===== config.mk =====
export PLATFORM = sky130hd
export DESIGN_NAME = seq_mult16_flat
export DESIGN_NICKNAME = d
export VERILOG_FILES = /design/src/rtl/seq_mult16_if.sv /design/src/rtl/seq_mult16.sv /design/src/flat_wrapper.sv
export SDC_FILE = /design/constraint.sdc
export NUM_CORES = 1
export LEC_CHECK = 0
export CORE_ASPECT_RATIO = 1.75
export CORE_MARGIN = 5
export CORE_UTILIZATION = 55
export DETAILED_ROUTE_END_ITERATION = 16
export PLACE_DENSITY = 0.81
export SLEW_MARGIN = 15
export SYNTH_ARGS = -nofsm -noshare
export SYNTH_HDL_FRONTEND = slang
export SYNTH_SLANG_ARGS = --single-unit
export TNS_END_PERCENT = 10

===== constraint.sdc =====
create_clock -name clk -period 6.4 [get_ports clk]
set_input_delay 0.96 -clock clk [delete_from_list [all_inputs] [get_ports clk]]
set_output_delay 0.96 -clock clk [all_outputs]
set_load 0.01 [all_outputs]

===== src/rtl/seq_mult16_if.sv =====
// rtl/seq_mult16_if.sv - operand/result bundle for the 16x16 sequential multiplier
// Signals: start, a[15:0], b[15:0] (requester -> multiplier);
//          p[31:0], busy, done (multiplier -> requester).
// master: the requesting side, slave: the multiplier.
interface seq_mult16_if;
  logic        start;
  logic [15:0] a;
  logic [15:0] b;
  logic [31:0] p;
  logic        busy;
  logic        done;

  modport master (
    output start, a, b,
    input  p, busy, done
  );

  modport slave (
    input  start, a, b,
    output p, busy, done
  );
endinterface


===== src/rtl/seq_mult16.sv =====
// rtl/seq_mult16.sv - unsigned 16x16 shift-add multiplier, one step per clock
// Ports: clk  - sole clock, rising edge
//        rst  - asynchronous active-high reset
//        bus  - seq_mult16_if.slave: start/a/b in, p/busy/done out
module seq_mult16 (
  input  logic         clk,
  input  logic         rst,
  seq_mult16_if.slave  bus
);

  typedef enum logic [1:0] {
    S_IDLE = 2'd0,
    S_BUSY = 2'd1,
    S_DONE = 2'd2
  } state_t;

  state_t      state_q, state_d;
  logic [4:0]  cnt_q, cnt_d;
  logic [15:0] mcand_q, mcand_d;
  logic [15:0] acc_hi_q, acc_hi_d;
  logic [15:0] acc_lo_q, acc_lo_d;
  logic [31:0] p_q, p_d;

  // 17-bit partial sum: bit 16 is the carry-out, which is shifted into
  // acc_hi[15] rather than dropped, so 0xFFFF*0xFFFF stays exact.
  logic [16:0] sum;
  logic [31:0] step;

  always_comb begin
    sum  = {1'b0, acc_hi_q} + (acc_lo_q[0] ? {1'b0, mcand_q} : 17'd0);
    step = {sum, acc_lo_q[15:1]};
  end

  always_ff @(posedge clk or posedge rst) begin
    if (rst) begin
      state_q  <= S_IDLE;
      cnt_q    <= 5'd0;
      mcand_q  <= 16'd0;
      acc_hi_q <= 16'd0;
      acc_lo_q <= 16'd0;
      p_q      <= 32'd0;
    end else begin
      state_q  <= state_d;
      cnt_q    <= cnt_d;
      mcand_q  <= mcand_d;
      acc_hi_q <= acc_hi_d;
      acc_lo_q <= acc_lo_d;
      p_q      <= p_d;
    end
  end

  always_comb begin
    state_d  = state_q;
    cnt_d    = cnt_q;
    mcand_d  = mcand_q;
    acc_hi_d = acc_hi_q;
    acc_lo_d = acc_lo_q;
    p_d      = p_q;

    case (state_q)
      S_BUSY: begin
        // start is deliberately not looked at here: requests while busy are ignored
        {acc_hi_d, acc_lo_d} = step;
        cnt_d = cnt_q + 5'd1;
        if (cnt_q == 5'd15) begin
          p_d     = step;
          state_d = S_DONE;
        end
      end
      default: begin
        // IDLE and DONE both accept a new request; DONE otherwise falls to IDLE
        if (bus.start) begin
          mcand_d  = bus.a;
          acc_lo_d = bus.b;
          acc_hi_d = 16'd0;
          cnt_d    = 5'd0;
          state_d  = S_BUSY;
        end else begin
          state_d  = S_IDLE;
        end
      end
    endcase
  end

  assign bus.p    = p_q;
  assign bus.busy = (state_q == S_BUSY);
  assign bus.done = (state_q == S_DONE);

endmodule


===== src/flat_wrapper.sv =====
// flat-port wrapper written by rule: the top's interface ports become plain ports
module seq_mult16_flat 
  (clk, rst, bus_start, bus_a, bus_b, bus_p, bus_busy, bus_done);
  seq_mult16_if bus_i ();
  input  logic clk;
  input  logic rst;
  input wire logic [$bits(bus_i.start)-1:0] bus_start;
  input wire logic [$bits(bus_i.a)-1:0] bus_a;
  input wire logic [$bits(bus_i.b)-1:0] bus_b;
  output wire logic [$bits(bus_i.p)-1:0] bus_p;
  output wire logic [$bits(bus_i.busy)-1:0] bus_busy;
  output wire logic [$bits(bus_i.done)-1:0] bus_done;
  assign bus_i.start = bus_start;
  assign bus_i.a = bus_a;
  assign bus_i.b = bus_b;
  assign bus_p = bus_i.p;
  assign bus_busy = bus_i.busy;
  assign bus_done = bus_i.done;
  seq_mult16 u_core (.clk(clk), .rst(rst), .bus(bus_i));
endmodule

==> summary.txt, run 1 <==
STA
  – Final-report hold violation count: 0
  – Setup violations, final: 0
  – Max Clock Freq: 300 MHz
  – Minimum clock period: 3330 ps
  – Post-route setup TNS: 0 ps
  – Worst hold-check slack: 474 ps
  – Final Max Tran Viols: 0
  – Slew Limit Headroom: 0.432
  – RSZ-0062 raised after global routing: no
  – Final critical-path share of the clock period: 0.520
  – Final worst clock skew: between 9 and 10 ps
  – Transition time of the tightest slew-check pin: 847 ps

Global routing
  – GRT overflow: 0
  – Number of antenna violations at the first check in global routing: 0
  – All-layer global routing usage: 0.218
  – Global-route wire length before repair: approximately 17 mm
  – Vias in the first global route: 3,667
  – Pin count of the biggest net entering global routing: 88

Synthesis
  – Most instantiated cells after synthesis: 96 x nand2_1, 87 x dfrtp_1, 47 x o21ai_0
  – Simple-gate share of the synthesized area: 0.169
  – Synth unique cells: 45
  – Fraction of the mapped netlist area in adder cells: 0.0561
  – Dominant combinational cell family by area after synthesis: simple AND/OR/NAND/NOR gates
  – Post-synthesis area per instance: 9.80 um^2
  – Synth Net Count: 500
  – Post-synthesis compound-gate area fraction: 0.151
  – Top-count cell post-synth: nand2_1
  – Post-synth top flop: dfrtp_1
  – Synth Warn #: 0
  – Top cell type by total area after synthesis: dfrtp_1
  – XOR/XNOR Fraction of Synth Area: 0.0160
  – Sequential share of the synthesized area: 0.498
  – Number of enable-type register cells in the synthesized netlist: 0
  – Area of the mapped netlist: 0.00437 mm^2
  – Flops & latches, synth: 87
  – Dominant cells by area after synthesis: dfrtp_1 50%, nand2_1 8.2%, o21ai_0 5.4%
  – Proportion of synthesized area in mux cells: 0.0801
  – Fraction of post-synthesis cell area in the top cell type by area: 0.498
  – Share of flip-flops with an asynchronous set or reset after synthesis: 1.00
  – Synthesized instance count: 446

Power
  – Leakage power total: 2.49 nW
  – Sw power: roughly 1.0 mW
  – Worst-case vdd ir drop: approximately 0.00027 V
  – Combinational cell fraction of total power: 0.452
  – Switching part of the total: 0.381
  – Proportion of power drawn by the clock network: 0.185
  – Share of total power in sequential cells: 0.363
  – Internal cell power: 1.67 mW
  – Total Power: ~2.7 mW
  – Power per standard cell area: 500 mW/mm^2

Detailed routing
  – Drt first-iter violations: 221
  – Number of vias per cell after detailed routing: 5.72
  – Antenna viol nets, final: 0
  – Total number of vias: about 3,400
  – Residual DRC: 0
  – WL/cell: 16.7 um
  – First-pass detailed-route iteration total: 4
  – Total Wirelength: a little over 10 mm

Clocking
  – CTS Root Buffer Type: clkbuf_16
  – Clock tree from TritonCTS: built
  – TritonCTS Buffers: 9
  – CTS H-Tree Depth: 3
  – Cts hold-fix bufs: 0
  – Clock tree buffer depth: 2
  – Clock latency reported for the late side of the worst-skew pair: 340 ps
  – Clock slew at reported path FFs: 60 ps
  – Number of buffers inserted by post-CTS setup repair: 0
  – Clock Sinks: 87
  – Resize count post-CTS: 0

Placed design
  – # port buffers: between 60 and 70
  – Post-detailed-placement half-perimeter wirelength: approximately 7.0 mm
  – Placer Congestion: between 0.8 and 0.9
  – Area after DPL: around 0.005 mm^2

Floorplanning
  – Number of primary I/O pins: 69
  – Row Count: 43
  – Starting Density: 0.557
  – Die Width: 77.4 um
  – Core Box Area: 0.00786 mm^2
  – Die extent in y: 128 um
  – Area of the die: 0.00990 mm^2

Setup path
  – Start point of the critical path: u_core.state_q[1]
  – Required time at the endpoint of the critical path: 5440 ps
  – Depth of the worst register-to-register path: 8
  – Kind of critical path: flip-flop to output pin
  – Critical path buffers and inverters: 4
  – Ordered list of cells on the worst path: nand2b_1 -> buf_4 -> inv_1 -> buf_4 -> clkdlybuf4s50_1
  – Crit path max-delay cell type: clkdlybuf4s50_1
  – Crit path to: bus_busy
  – Maximum fanout along the worst path: 40
  – Most used cell along the critical path: buf_4
  – Reg2Reg Setup Slack: 3630 ps
  – Arrival @ worst endpoint: 2370 ps
  – Delay of the slowest cell on the worst path: about 610 ps
  – Critical Path Source Type: flip-flop
  – Gate family responsible for the most delay along the worst path: buffers and inverters
  – Start of the worst register-to-register path: u_core.acc_lo_q[0]
  – Kind of end point of the critical path: output pin
  – Endpoint of the worst register-to-register path: u_core.bus.p[29]
  – Critical path depth: 5

Finish
  – Post-route standard cell area excluding fillers: 0.00540 mm^2
  – Fraction of final layout cells with drive strength greater than 1: 0.0781
  – Number of inserted diodes: 0
  – Layout overhead on the synthesized area: 23.4%
  – Net count, final: 562

Outcome
  – Status: completed

Hold path
  – Instance count along the most critical hold path: 2
  – Path class of the lowest-slack min-delay path: flip-flop to flip-flop

Job
  – Count of max-cap constraint violations: 0
## cells in the final DEF (no fill, tap or decap), types with 2 or more instances in the layout
master | netlist | layout
dfrtp_1 | 87 | 87
a21oi_1 | 9 | 9
nor3_1 | 3 | 3
o211ai_1 | 7 | 7
and3_1 | 3 | 3
ha_1 | 18 | 18
mux2_2 | 16 | 16
nand3_1 | 24 | 24
nand2b_1 | 5 | 5
mux2i_1 | 17 | 17
o21bai_1 | 3 | 3
a21o_1 | 5 | 5
clkinv_1 | 2 | 2
nand2_1 | 96 | 96
o31ai_1 | 5 | 5
or4_1 | 4 | 4
o21a_1 | 3 | 3
o2111ai_1 | 4 | 4
xor2_1 | 4 | 4
a31oi_1 | 2 | 2
clkdlybuf4s50_1 | 0 | 68
clkbuf_16 | 0 | 9
buf_4 | 0 | 4
clkbuf_1 | 17 | 5
o21ai_0 | 47 | 47
nor2_1 | 11 | 11
inv_1 | 11 | 10
and2_1 | 17 | 17
xnor2_1 | 4 | 4
## metrics by stage
step           setup slack [ps]  std cells   util
2_1_floorplan              3190        446      -
3_3_place_gp               3490        587  0.652
3_5_place_dp               3420        587  0.652
4_1_cts                    3080        602  0.687
5_1_grt                    2950        602  0.687
6_report                   3070        602  0.687
## tightest hold or removal path, delay by kind of cell (launching register included)
family,cells,cell delay (ps)
flops,1,340
compound gates,1,60
simple gates,1,40
## worst min-delay path by stage
stage / from / endpoint / slack (ps)
after global routing: u_core.bus.p[13] / u_core.bus.p[13] / 510
after CTS: u_core.bus.p[16] / u_core.bus.p[16] / 480
after floorplan: u_core.acc_lo_q[1] / u_core.bus.p[0] / 460
after global placement: u_core.bus.p[19] / u_core.bus.p[19] / 460
final: u_core.bus.p[25] / u_core.bus.p[25] / 470
after detailed placement: u_core.bus.p[4] / u_core.bus.p[4] / 460
## final cells by class
| cell class | count | area [um^2] |
|---|---|---|
| well taps | 90 | 113 |
| flip-flops and latches | 87 | 2180 |
| repair buffers | 73 | 722 |
| multi-input cells | 324 | 2060 |
| inverters | 13 | 50.0 |
| clock inverters | 1 | 30.0 |
| clock buffers | 14 | 244 |
| fillers | 626 | 2460 |
## routing by layer
layer  routed length [um]  up-vias  GRT usage
li1                     -     1672          -
met1                 3840     1675      0.244
met2                 5430       75      0.383
met3                  431       21     0.0443
met4                  373        0      0.116
met5                    0        -          0
## power by group through the flow
stage	clock (mW)	combinational [mW]	sequential, mW
final	0.499	1.22	0.979
after global routing	0.530	1.37	1.01
after CTS	0.510	1.23	0.980
after detailed placement	0	1.22	0.985
after global placement	0	1.17	0.974
after floorplan	0	0.795	0.975
## logic make-up after synthesis
family | count (synthesis)
mux | 33
fa+ha+maj | 19
flops | 87
simple gates | 165
buf+inv | 35
xor+xnor | 8
compound gates | 99
## sequential cells by signal (all words and copies together), names as in the netlist
| name | cells |
|---|---|
| u_core.bus.p | 32 |
| u_core.acc_hi_q | 16 |
| u_core.acc_lo_q | 16 |
| u_core.mcand_q | 16 |
| u_core.cnt_q | 5 |
| u_core.state_q | 2 |
(Power assumes the default switching activity.)
==> run 2, diff against run 1 <==
--- a/config.mk
+++ b/config.mk
@@ -7,9 +7,9 @@
 export LEC_CHECK = 0
 export CORE_ASPECT_RATIO = 1.75
 export CORE_MARGIN = 5
-export CORE_UTILIZATION = 55
+export CORE_UTILIZATION = 54
 export DETAILED_ROUTE_END_ITERATION = 16
-export PLACE_DENSITY = 0.81
+export PLACE_DENSITY = 0.8
 export SLEW_MARGIN = 15
 export SYNTH_ARGS = -nofsm -noshare
 export SYNTH_HDL_FRONTEND = slang
==> constraint.sdc (replaced) <==
create_clock -name clk -period 3.3 [get_ports clk]
set_input_delay 0.495 -clock clk [delete_from_list [all_inputs] [get_ports clk]]
set_output_delay 0.495 -clock clk [all_outputs]
set_load 0.01 [all_outputs]
==> run 2 against run 1 <==
Non-clock buffer count is 3 higher. Utilization is 0.69 points higher. Combinational power up 93%. Global-route usage down 0.49 points. Routed wire length rose by 1.3%. First-iteration DRC count decreased by 12%. Worst setup slack worse by 2500 ps. Sequential share of layout area fell by 0.67 points. Design area is 1.7% higher. Register-to-register slack lost 3100 ps. Clock skew down 2.6 ps. Cell count grew 0.66%. Critical path type is now flip-flop to flip-flop.
==> summary.txt, run 2 (synthesized netlist as in run 1, its figures left out) <==
Setup path
  – Ordered list of cells on the worst path: and2_1 -> ha_1 -> fa_1 -> a21oi_2 -> o211ai_2 -> and3_1 -> or4_1 -> nand3_1
  – Critical Path Source Type: flip-flop
  – Depth of the worst register-to-register path: 8 (unchanged)
  – Delay of the slowest cell on the worst path: 550 ps (-60 ps)
  – Arrival @ worst endpoint: 3010 ps (+640 ps)
  – Maximum fanout along the worst path: 17 (-57%)
  – Kind of critical path: flip-flop to flip-flop
  – Reg2Reg Setup Slack: 570 ps (-3060 ps)
  – Start of the worst register-to-register path: u_core.acc_lo_q[0]
  – Kind of end point of the critical path: flip-flop
  – Required time at the endpoint of the critical path: 3580 ps (-1860 ps)
  – Crit path max-delay cell type: dfrtp_1
  – Endpoint of the worst register-to-register path: u_core.bus.p[29]
  – Start point of the critical path: u_core.acc_lo_q[0]
  – Crit path to: u_core.bus.p[29]

Clocking
  – Clock slew at reported path FFs: 60 ps (about the same)
  – Clock latency reported for the late side of the worst-skew pair: 340 ps (about the same)
  – Clock tree buffer depth: 2 (unchanged)
  – Clock Sinks: 87 (unchanged)
  – CTS Root Buffer Type: clkbuf_16
  – CTS H-Tree Depth: 3 (unchanged)
  – Number of buffers inserted by post-CTS setup repair: 0 (unchanged)
  – TritonCTS Buffers: 9 (unchanged)
  – Cts hold-fix bufs: 0 (unchanged)
  – Clock tree from TritonCTS: built
  – Resize count post-CTS: 0 (unchanged)

Power
  – Sw power: 2.02 mW (+97%)
  – Switching part of the total: 0.372 (-0.00924)
  – Proportion of power drawn by the clock network: 0.216 (+0.031)
  – Combinational cell fraction of total power: 0.431 (-0.021)
  – Power per standard cell area: 991 mW/mm^2 (+98%)
  – Worst-case vdd ir drop: 0.000726 V (+170%)
  – Share of total power in sequential cells: 0.352 (-0.011)
  – Total Power: 5.44 mW (+100%)
  – Internal cell power: 3.42 mW (+100%)
  – Leakage power total: 2.55 nW (+2.0%)

Finish
  – Most used cells in the layout excluding fill and tap cells: 96 x nand2_1, 87 x dfrtp_1, 68 x clkdlybuf4s50_1, 47 x o21ai_0, 24 x nand3_1
  – Net count, final: 565 (+0.53%)
  – Area used by multi-input combinational logic: 0.00206 mm^2 (unchanged)
  – Area of all sequential standard cells: 0.00218 mm^2 (unchanged)
  – Layout overhead on the synthesized area: 25.5%
  – Leading cell type in the layout, fill and taps excluded: nand2_1
  – Fraction of final layout cells with drive strength greater than 1: 0.0950 (+0.0168)
  – Count of filler cells inserted in the layout: 608 (-2.9%)
  – Largest register FFs: 32 (unchanged)
  – Number of inserted diodes: 0 (unchanged)

Outcome
  – Status: completed

STA
  – Final Max Tran Viols: 0 (unchanged)
  – Transition time of the tightest slew-check pin: 715 ps (-131 ps)
  – Max Clock Freq: between 300 and 400 MHz
  – Final worst clock skew: 6.80 ps (-2.60 ps)
  – Final critical-path share of the clock period: 0.826
  – Minimum clock period: 2730 ps
  – Setup violations, final: 0 (unchanged)
  – Final-report hold violation count: 0 (unchanged)
  – RSZ-0062 raised after global routing: no
  – Post-route setup TNS: 0 ps (unchanged)
  – Slew Limit Headroom: 0.522 (+0.0898)

Placed design
  – # port buffers: 68 (unchanged)
  – Post-detailed-placement half-perimeter wirelength: 7.33 mm (+4.3%)
  – Placer Congestion: 0.873 (+0.77%)

Floorplanning
  – Die extent in y: 129 um (+0.85%)
  – Core Box Area: 0.00791 mm^2 (+0.69%)
  – Area of the die: 0.0101 mm^2 (+1.7%)
  – Die Width: 78.0 um (+0.80%)
  – Row Count: 43 (unchanged)
  – Number of primary I/O pins: 69 (unchanged)
  – Starting Density: 0.553 (-0.00379)

Detailed routing
  – First-pass detailed-route iteration total: 4 (unchanged)
  – Residual DRC: 0 (unchanged)
  – Total Wirelength: 10.2 mm (+1.3%)
  – Total number of vias: 3,487 (+1.3%)
  – Number of vias per cell after detailed routing: 5.75 (+0.61%)
  – WL/cell: 16.8 um (+0.60%)
  – Drt first-iter violations: 194 (-12%)
  – Antenna viol nets, final: 0 (unchanged)

Global routing
  – Number of antenna violations at the first check in global routing: 0 (unchanged)
  – Global-route wire length before repair: 16.8 mm (-2.1%)
  – Pin count of the biggest net entering global routing: 44 (-50%)
  – All-layer global routing usage: 0.213 (-0.00492)
  – Vias in the first global route: 3,489 (-4.9%)
  – GRT overflow: 0 (unchanged)

Job
  – Count of max-cap constraint violations: 0 (unchanged)

Hold path
  – Path class of the lowest-slack min-delay path: flip-flop to flip-flop
run 2: cell types whose count changed in the layout (fill, tap and decap cells not counted), sizes merged:
cell      delta
clkinv       +2
clkbuf       -4
bufinv       +2
clkinvlp     +1
buf          +3
run 2: worst min path at each step:
stage                        from               end  slack [ps]  cells after the start
3_3_place_gp      u_core.bus.p[6]   u_core.bus.p[6]         460                      2
4_1_cts          u_core.bus.p[13]  u_core.bus.p[13]         480                      2
3_5_place_dp     u_core.bus.p[13]  u_core.bus.p[13]         460                      2
2_1_floorplan  u_core.acc_lo_q[1]   u_core.bus.p[0]         460                      2
6_report         u_core.bus.p[13]  u_core.bus.p[13]         470                      2
5_1_grt          u_core.bus.p[21]  u_core.bus.p[21]         490                      2
run 2: power by group through the flow:
stage          combinational, mW  clock, mW  sequential, mW
2_1_floorplan               1.54          0            1.89
3_3_place_gp                2.26          0            1.91
3_5_place_dp                2.34          0            1.93
4_1_cts                     2.36       1.19            1.91
5_1_grt                     2.63       1.24            1.98
6_report                    2.35       1.18            1.92
run 2: cell type report:
cell class | instances | area share
clock inverter | 6 | 0.0196
tap | 90 | 0.0205
inverter | 13 | 0.00912
multi-input combinational | 324 | 0.376
timing repair buffer | 76 | 0.135
clock buffer | 10 | 0.0435
sequential | 87 | 0.397
run 2: critical path: cells and delay by family (launching register included):
kind / cells / cell delay (ps)
fa+ha+maj: 2 / 620
flops: 1 / 550
simple gates: 4 / 1130
compound gates: 2 / 350
run 2: metal layers:
layer / part of all wire / GRT usage / up-vias
met1: 0.38 / 0.243 / 1686
met3: 0.045 / 0.0563 / 24
li1: - / - / 1675
met2: 0.54 / 0.369 / 102
met5: 0 / 0 / -
met4: 0.034 / 0.101 / 0
run 2: metrics by stage:
step	utilization	worst slack [ps]	area, um^2	hold WS [ps]	instances
after CTS	0.694	612	5490	478	606
after floorplan	-	555	4370	460	446
after global routing	0.694	446	5490	493	606
after global placement	0.650	679	5140	460	590
final	0.694	573	5490	472	606
after detailed placement	0.650	614	5140	462	590
==> RTL edit, RTL diff (settings of run 2) <==
Re-encode `state_t` (3 states) as one-hot, 3 bits wide.
--- a/src/rtl/seq_mult16.sv
+++ b/src/rtl/seq_mult16.sv
@@ -8,10 +8,10 @@
   seq_mult16_if.slave  bus
 );
 
-  typedef enum logic [1:0] {
-    S_IDLE = 2'd0,
-    S_BUSY = 2'd1,
-    S_DONE = 2'd2
+  typedef enum logic [2:0] {
+    S_IDLE = 3'b001,
+    S_BUSY = 3'b010,
+    S_DONE = 3'b100
   } state_t;
 
   state_t      state_q, state_d;
Behaviour: same outputs for any inputs over 10 cycles, from zero or initial values and one cycle with rst high; not proved beyond that.
==> RTL edit against run 2 <==
  * Sequential cell count increased by 1
  * Non-clock buffer count shrank 1
  * Routed wire length down 0.92%
  * Highest routed layer unchanged
  * Setup slack got worse by 0.11 ns
  * Utilization shrank 0.31 points
  * First-iteration DRC count decreased by 21%
  * Design area up 0.91%
  * Area after synthesis increased by 1.8%
  * Synthesized cell count rose by 0.22%
  * Power down 3.8%
==> RTL edit: results (changes against run 2) <==
Logic synthesis
  – Top_reg_cell synth: dfrtp_1
  – Synth cell count leaders: 103 x nand2_1, 87 x dfrtp_1, 45 x o21ai_0
  – Syn Nets: 501 (+0.20%)
  – Top post-synthesis cells by area: dfrtp_1 49%, nand2_1 8.7%, ha_1 5.1%
  – Synthesized instance count: 447 (+0.22%)
  – Synth unique cells: 56 (+24%)
  – Post-synthesis sequential area ratio: 49.5% (-0.29 points)

GRT
  – Largest net degree at the start of global routing: 89 (+100%)
  – First-pass GRT wire length: 17.0 mm (+1.2%)
  – Global Route Usage Sum: 21.5% (+0.21 points)
  – Vias in the first global route: 3605 (+3.3%)

Critical path
  – CP arrival: 3.05 ns (+0.04 ns)
  – Reg2Reg Depth: 9 (+1)
  – Worst r2r src: u_core.acc_lo_q[0]$_DFFE_PP0N_
  – Worst path top cell family by delay: compound AO/OA/AOI/OAI gates
  – R2r endpoint: u_core.bus.p[31]$_DFFE_PP0P_
  – CP max stage delay: 0.56 ns
  – Reg2Reg Setup Slack: 0.46 ns (-0.11 ns)

Drt
  – Starting DRC count in detailed routing: 153 (-21%)
  – Total Routed Length: 10.1 mm (-0.92%)
  – Routed via count: 3476 (-0.32%)
  – First drt pass iteration count: 6 (+2)

Placed design
  – Placer Congestion: 0.846 (-3.0%)
  – Cell Area, Placed: 0.00522 mm2 (+1.6%)
  – Setup slack at placement: 0.496 ns (-0.118 ns)
  – Port bufs: 68 (unchanged)
  – HPWL after DPL: 7.12 mm (-2.9%)

Pwr
  – Largest vdd supply drop: 0.786 mV (+8.3%)
  – Switching pwr: 2.01 mW (-0.37%)
  – Clock power share: 20.5% (-1.1 points)
  – Leakage: 2.51 nW (-1.3%)
  – Comb pwr share: 44.6% (+1.5 points)
  – Internal Power: 3.22 mW (-5.8%)

Timing
  – Clock Skew: 0.00937 ns (+0.00257 ns)
  – Slew @ Worst Pin: 0.492 ns (-0.223 ns)
  – Worst hold slack: 0.476 ns (+0.00332 ns)

Finish
  – Non-filler cells, final: 606 (unchanged)
  – Layout cells sized above 1: 10.3% (+0.78 points)
  – Max FFs per register: 32 (unchanged)

Hold path
  – Hold_sp: u_core.bus.p[21]$_DFFE_PP0P_
  – Hold EP: u_core.bus.p[21]$_DFFE_PP0P_
  – WHS Path Cells: 2 (unchanged)

Clock network
  – Post-CTS Setup Inserts: 0 (unchanged)
  – Clock Latency Late Sink: 0.34 ns (about the same)

Status
  – Status: completed
RTL edit: metal layers:
layer	GRT usage (%)	vias to the layer above	routed length, um
met4	8.34	0	240
li1	-	1675	-
met1	23.9	1705	4010
met5	0	-	0
met2	38.0	77	5310
met3	6.98	19	549
RTL edit: how the worst max path moves through the flow:
stage / endpoint / cells after the start / slack (ns) / from
after global routing: u_core.bus.p[31]$_DFFE_PP0P_ / 9 / 0.36 / u_core.acc_lo_q[0]$_DFFE_PP0N_
after global placement: u_core.bus.p[31]$_DFFE_PP0P_ / 9 / 0.57 / u_core.acc_lo_q[0]$_DFFE_PP0N_
after floorplan: u_core.acc_hi_q[0]$_DFFE_PP0N_ / 1 / 0.53 / rst
after CTS: u_core.bus.p[31]$_DFFE_PP0P_ / 9 / 0.47 / u_core.acc_lo_q[0]$_DFFE_PP0N_
final: u_core.bus.p[31]$_DFFE_PP0P_ / 9 / 0.46 / u_core.acc_lo_q[0]$_DFFE_PP0N_
after detailed placement: u_core.bus.p[31]$_DFFE_PP0P_ / 9 / 0.50 / u_core.acc_lo_q[0]$_DFFE_PP0N_
RTL edit: cells by family (layout without fill, tap and decap cells):
| logic type | count (synthesis) | after routing | share of synthesized area (%) |
|---|---|---|---|
| simple gates | 175 | 175 | 19.3 |
| compound gates | 92 | 92 | 12.8 |
| flops | 88 | 88 | 49.5 |
| mux | 32 | 32 | 7.64 |
| buf+inv | 27 | 96 | 2.53 |
| fa+ha+maj | 19 | 19 | 5.51 |
| xor+xnor | 14 | 14 | 2.75 |
RTL edit: final cells by class:
type | instances | area, um2
multi-input cells | 332 | 2140
repair buffers | 75 | 746
fillers | 606 | 2480
inverters | 5 | 20.0
clock inverters | 5 | 82.6
clock buffers | 11 | 233
well taps | 90 | 113
flip-flops and latches | 88 | 2200
